[src/rtl/tape_rd_pkg.sv]
// Shared types and constants for the tape read-port scheduler.
package tape_rd_pkg;

    localparam int unsigned ST_W = 3;

    typedef enum logic [ST_W-1:0] {
        GAPW  = 3'd0,
        OPEN  = 3'd1,
        SAMP  = 3'd2,
        MEM   = 3'd3,
        HOLD  = 3'd4,
        CLOSE = 3'd5
    } state_t;

    localparam logic [7:0] ERR_BYTE = 8'hFF;

endpackage

[src/rtl/tape_rd_rr.sv]
// Round-robin grant pointer for the tape read scheduler: advances one requester per closed window.
module tape_rd_rr #(
    parameter int unsigned N_REQ = 2,
    parameter int unsigned IW    = (N_REQ > 1) ? $clog2(N_REQ) : 1
) (
    input  logic             clk,
    input  logic             reset,
    input  logic             advance,
    output logic [IW-1:0]    ptr,
    output logic [N_REQ-1:0] grant_c
);

    always_ff @(posedge clk or posedge reset) begin
        if (reset) begin
            ptr <= '0;
        end else if (advance) begin
            ptr <= (ptr == IW'(N_REQ - 1)) ? '0 : ptr + IW'(1);
        end
    end

    assign grant_c = N_REQ'(1) << ptr;

endmodule

[src/rtl/tape_rd_scheduler.sv]
// Time-slot scheduler sharing one byte read port among N_REQ strobe-protocol requesters.
// Optional memory-ack timeout enabled by defining TAPE_RD_TIMEOUT_EN.
module tape_rd_scheduler
    import tape_rd_pkg::*;
#(
    parameter int unsigned N_REQ   = 2,
    parameter int unsigned AW      = 25,
    parameter int unsigned GAP     = 4,
    parameter int unsigned TIMEOUT = 255
) (
    input  logic                clk,
    input  logic                reset,
    output logic [N_REQ-1:0]    req_en,
    input  logic [N_REQ-1:0]    req_rd,
    input  logic [N_REQ*AW-1:0] req_addr,
    output logic [7:0]          req_din,
    output logic                mem_rd,
    output logic [AW-1:0]       mem_addr,
    input  logic                mem_ack,
    input  logic [7:0]          mem_data,
    output logic                busy,
    output logic                rd_err
);

    localparam int unsigned IW = (N_REQ > 1) ? $clog2(N_REQ) : 1;
    localparam int unsigned GW = $clog2(GAP + 1);

    state_t                 state;
    logic [GW-1:0]          gap_cnt;
    logic [IW-1:0]          ptr;
    logic [N_REQ-1:0]       grant_c;
    logic                   advance_c;

    // Pointer moves on every window exit, served or empty.
    assign advance_c = (state == HOLD) || (state == CLOSE);

    tape_rd_rr #(
        .N_REQ (N_REQ),
        .IW    (IW)
    ) u_rr (
        .clk     (clk),
        .reset   (reset),
        .advance (advance_c),
        .ptr     (ptr),
        .grant_c (grant_c)
    );

`ifdef TAPE_RD_TIMEOUT_EN
    localparam int unsigned TW = (TIMEOUT > 1) ? $clog2(TIMEOUT) : 1;
    logic [TW-1:0] to_cnt;
    logic          rd_err_q;
    assign rd_err = rd_err_q;
`else
    assign rd_err = 1'b0;
`endif

    always_ff @(posedge clk or posedge reset) begin
        if (reset) begin
            state    <= GAPW;
            gap_cnt  <= GW'(GAP);
            req_en   <= '0;
            req_din  <= '0;
            mem_rd   <= 1'b0;
            mem_addr <= '0;
            busy     <= 1'b0;
`ifdef TAPE_RD_TIMEOUT_EN
            to_cnt   <= '0;
            rd_err_q <= 1'b0;
`endif
        end else begin
            case (state)
                GAPW: begin
                    if (gap_cnt == GW'(1)) begin
                        req_en <= grant_c;
                        busy   <= 1'b1;
                        state  <= OPEN;
                    end else begin
                        gap_cnt <= gap_cnt - GW'(1);
                    end
                end
                OPEN: state <= SAMP;
                SAMP: begin
                    if (req_rd[ptr]) begin
                        mem_addr <= req_addr[int'(ptr)*AW +: AW];
                        mem_rd   <= 1'b1;
`ifdef TAPE_RD_TIMEOUT_EN
                        to_cnt   <= '0;
`endif
                        state    <= MEM;
                    end else begin
                        state <= CLOSE;
                    end
                end
                MEM: begin
                    if (mem_ack) begin
                        req_din <= mem_data;
                        mem_rd  <= 1'b0;
                        state   <= HOLD;
                    end
`ifdef TAPE_RD_TIMEOUT_EN
                    // Give up on a dead memory and hand back the error byte.
                    else if (to_cnt == TW'(TIMEOUT - 1)) begin
                        req_din  <= ERR_BYTE;
                        mem_rd   <= 1'b0;
                        rd_err_q <= 1'b1;
                        state    <= HOLD;
                    end else begin
                        to_cnt <= to_cnt + TW'(1);
                    end
`endif
                end
                HOLD, CLOSE: begin
                    req_en  <= '0;
                    busy    <= 1'b0;
                    gap_cnt <= GW'(GAP);
                    state   <= GAPW;
                end
                default: state <= GAPW;
            endcase
        end
    end

endmodule
[config.mk]
export PLATFORM = sky130hd
export DESIGN_NAME = tape_rd_scheduler
export DESIGN_NICKNAME = d
export VERILOG_FILES = /design/src/rtl/tape_rd_pkg.sv /design/src/rtl/tape_rd_rr.sv /design/src/rtl/tape_rd_scheduler.sv
export SDC_FILE = /design/constraint.sdc
export NUM_CORES = 1
export LEC_CHECK = 0
export BUFFER_PORTS_ARGS = -buffer_cell sky130_fd_sc_hd__buf_2
export CORE_MARGIN = 4
export CORE_UTILIZATION = 46
export CTS_CLUSTER_SIZE = 25
export DETAILED_ROUTE_END_ITERATION = 7
export PLACE_DENSITY = 0.88
export SLEW_MARGIN = 20
export SYNTH_ARGS = -nofsm -noshare
export SYNTH_HDL_FRONTEND = slang
export SYNTH_SLANG_ARGS = --single-unit
[constraint.sdc]
create_clock -name clk -period 2 [get_ports clk]
set_input_delay 0.3 -clock clk [delete_from_list [all_inputs] [get_ports clk]]
set_output_delay 0.3 -clock clk [all_outputs]
set_load 0.02 [all_outputs]
==> results.cfg <==
[status]
run_status = complete, no violations

[synthesis]
proportion_of_synthesized_chip_area_in_sequential_cells_pct = 50.6
yosys_warnings = 0
synth_area_per_cell_sq_um = 13.8
yosys_most_used_dff = sky130_fd_sc_hd__dfrtp_1
synth.distinct_cells = 30
synth_top_cells_by_count = sky130_fd_sc_hd__dfrtp_1 (43), sky130_fd_sc_hd__mux2_2 (40), sky130_fd_sc_hd__mux2_4 (18), sky130_fd_sc_hd__nand2_1 (6)
async_flop_share_pct = 100
synth_enable_flop_cells = 0
syn-cell-area_sq_mm = 0.00218
synth.ff_latch_count = 44
post-synth-top-area-fraction_pct = 49.4
synth_fp_nets = 223
yosys.area.top_type = sky130_fd_sc_hd__dfrtp_1
synthCells = 158
synth.top_cells.by_area = sky130_fd_sc_hd__dfrtp_1 (49%), sky130_fd_sc_hd__mux2_2 (21%), sky130_fd_sc_hd__mux2_4 (12%)
yosysMostFrequentCell = sky130_fd_sc_hd__dfrtp_1

[critical_path]
worst_ep_required_time_ns = 2.18
critical_path_class = reg2reg
critPathMaxStageDelay_ns = 0.40
cp.arrival_ns = 1.77
critical_path_maximum_fanout = 19
regToRegSetupSlack_ns = 0.41
cp-end-kind = flop
slowest_stage_cell_crit_path = sky130_fd_sc_hd__dfrtp_1
crit_path_start_kind = flop
timing.critical_path.cells = mux2i_1, or3_1, buf_4, mux2_4

[finish]
number_of_antenna_repair_diodes = 0
layout-area-overhead-vs-synth_pct = 29.9
filler_cell_count = 350
fin_nets = 326
post_route_cells_drive_above_1_share_pct = 66.4

[clock_tree]
htree_levels = 2
ctsHoldBuffers = 0
clock_tree_from_tritoncts = built
cts_setup_buffers = 0
cts.path.max_buffers = 2
worst_setup_hold_path_clk_slew_ns = 0.08
post_cts_resize_count = 0
cts_root_buffer = sky130_fd_sc_hd__clkbuf_8
clk_latency_ns = 0.29
numClockSinks = 44
cts_inserted_buffers = 5

[sta]
tightestPinTransition_ns = 0.761
setup_violations = 0
relSlewSlack_pct = 49.0
max_freq_mhz = 630
grt_setup_unrepaired = no
final.hold.worst_slack_ns = 0.0457
post-route-min-period_ns = 1.59
clock_skew_ns = 0.00575
maxSlewViolCount = 0
hold_viol = 0
min_period_over_period_pct = 79.4
finalSetupTns_ns = 0

[global_routing]
grt_pass1_wl_microns = 7830
grt_start_max_net_pins = 29
via_count_of_the_first_global_routing_pass = 1690
grt_antenna_before_repair = 0
grt.total_usage_pct = 16.4
overflow = 0

[route]
routed_wl_microns = 4610
drt.antenna.violating_nets = 0
via_per_inst = 5.08
via_count = 1596
drtIter0Drc = 49
drt-wirelength-per-cell_microns = 14.7
drtPass1Iterations = 3
post-route-drc-count = 0

[pwr]
ir_worst_vdd_mv = 0.855
power_per_cell_area_mw_per_mm2 = 1630
power_leakage_nw = 1.46

[floorplanning]
design.portCount = 101
floorplan.die_area_sq_mm = 0.00590
die_height_microns = 76.8
core-area_sq_mm = 0.00447
starting_density_pct = 48.7
fp.dieW_microns = 76.8
placementRows = 24

[placed_design]
gp_routability_congestion = 0.789
detailedPlacementHpwl_microns = 3520
port_buffers = 99

[run]
maxCapViolations = 0

[hold_path]
hp-class = in2async
[cell usage in the layout (no fill, tap or decap), drive strengths merged]
master / Yosys / routed
a21oi: 1 / 1
a221o: 2 / 2
a22oi: 2 / 2
buf: 8 / 106
clkbuf: 2 / 8
clkinv: 0 / 1
conb: 1 / 1
dfrtp: 43 / 43
dfstp: 1 / 1
ha: 2 / 2
inv: 4 / 3
mux2: 58 / 58
mux2i: 2 / 2
nand2: 6 / 6
nand2b: 4 / 4
nand3b: 1 / 1
nand4b: 1 / 1
nor2: 4 / 4
nor2b: 1 / 1
nor4: 2 / 2
nor4b: 2 / 2
o21a: 1 / 1
o21ai: 4 / 4
o21bai: 1 / 1
or2: 2 / 2
or3: 1 / 1
or3b: 1 / 1
xnor2: 1 / 1
[metrics by stage]
stage | setup slack, ns | util, % | cells | total power [W] | area, sq um
floorplan | 0.449 | - | 158 | 0.00341 | 2180
global placement | 0.453 | 61.2 | 306 | 0.00401 | 2740
detailed placement | 0.404 | 61.2 | 306 | 0.00411 | 2740
CTS | 0.398 | 63.2 | 314 | 0.00468 | 2830
global route | 0.317 | 63.2 | 314 | 0.00492 | 2830
finish | 0.411 | 63.2 | 314 | 0.00462 | 2830
[power breakdown]
part	switching, W	internal [W]
combinational	0.00124	0.00123
clock	0.000271	0.000282
sequential	0.000248	0.00136
total	0.00175	0.00286
[cells by family (layout without fill, tap and decap cells)]
kind of cell / after synthesis / count (layout) / share of synthesized area [%]
xor+xnor: 1 / 1 / 0.402
flops: 44 / 44 / 50.6
other cells: 1 / 1 / 0.172
mux: 60 / 60 / 34.0
simple gates: 25 / 25 / 6.55
buf+inv: 14 / 118 / 3.68
compound gates: 11 / 11 / 3.45
fa+ha+maj: 2 / 2 / 1.15
[layer usage]
metal	global-route usage (%)	up-vias	part of all wire (%)
met5	0	-	0
met1	18.8	766	39
met2	29.3	63	52
met3	3.40	8	6.9
met4	7.07	0	1.9
li1	-	759	-
[worst max-delay path, delay by kind of cell (launching register included)]
family / cells / cell delay (ns)
multiplexers: 2 / 0.46
flip-flops: 1 / 0.40
buffers and inverters: 1 / 0.25
AND/OR/NAND/NOR: 1 / 0.37
[cell type report]
cell class	instances	area (sq um)	area share, %
Clock buffer	8	90.1	3.18
Inverter	4	15.0	0.531
Multi-Input combinational cell	100	996	35.2
Sequential cell	44	1100	39.0
Tap cell	52	65.1	2.30
Timing Repair Buffer	106	561	19.8
[final timing paths]
path	from	to	cells after the start
worst min register to register	mem_addr[20]$_DFFE_PP0P_	mem_addr[20]$_DFFE_PP0P_	1
worst max-delay path	u_rr.ptr$_DFFE_PP0N_	mem_addr[8]$_DFFE_PP0P_	4
min in group clk	mem_data[2]	req_din[2]$_DFFE_PP0P_	2
max in group asynchronous	reset	gap_cnt[2]$_DFFE_PP1P_	3
worst max register to register	u_rr.ptr$_DFFE_PP0N_	mem_addr[8]$_DFFE_PP0P_	4
worst min-delay path	reset	req_din[0]$_DFFE_PP0P_	2
[flip-flops by register name, indices dropped and copies added, names as in the netlist]
| signal | count |
|---|---|
| req_en | 2 |
| mem_rd | 1 |
| u_rr.ptr | 1 |
| gap_cnt | 3 |
| state | 3 |
| busy | 1 |
| mem_addr | 25 |
| req_din | 8 |
(Power assumes the default switching activity.)
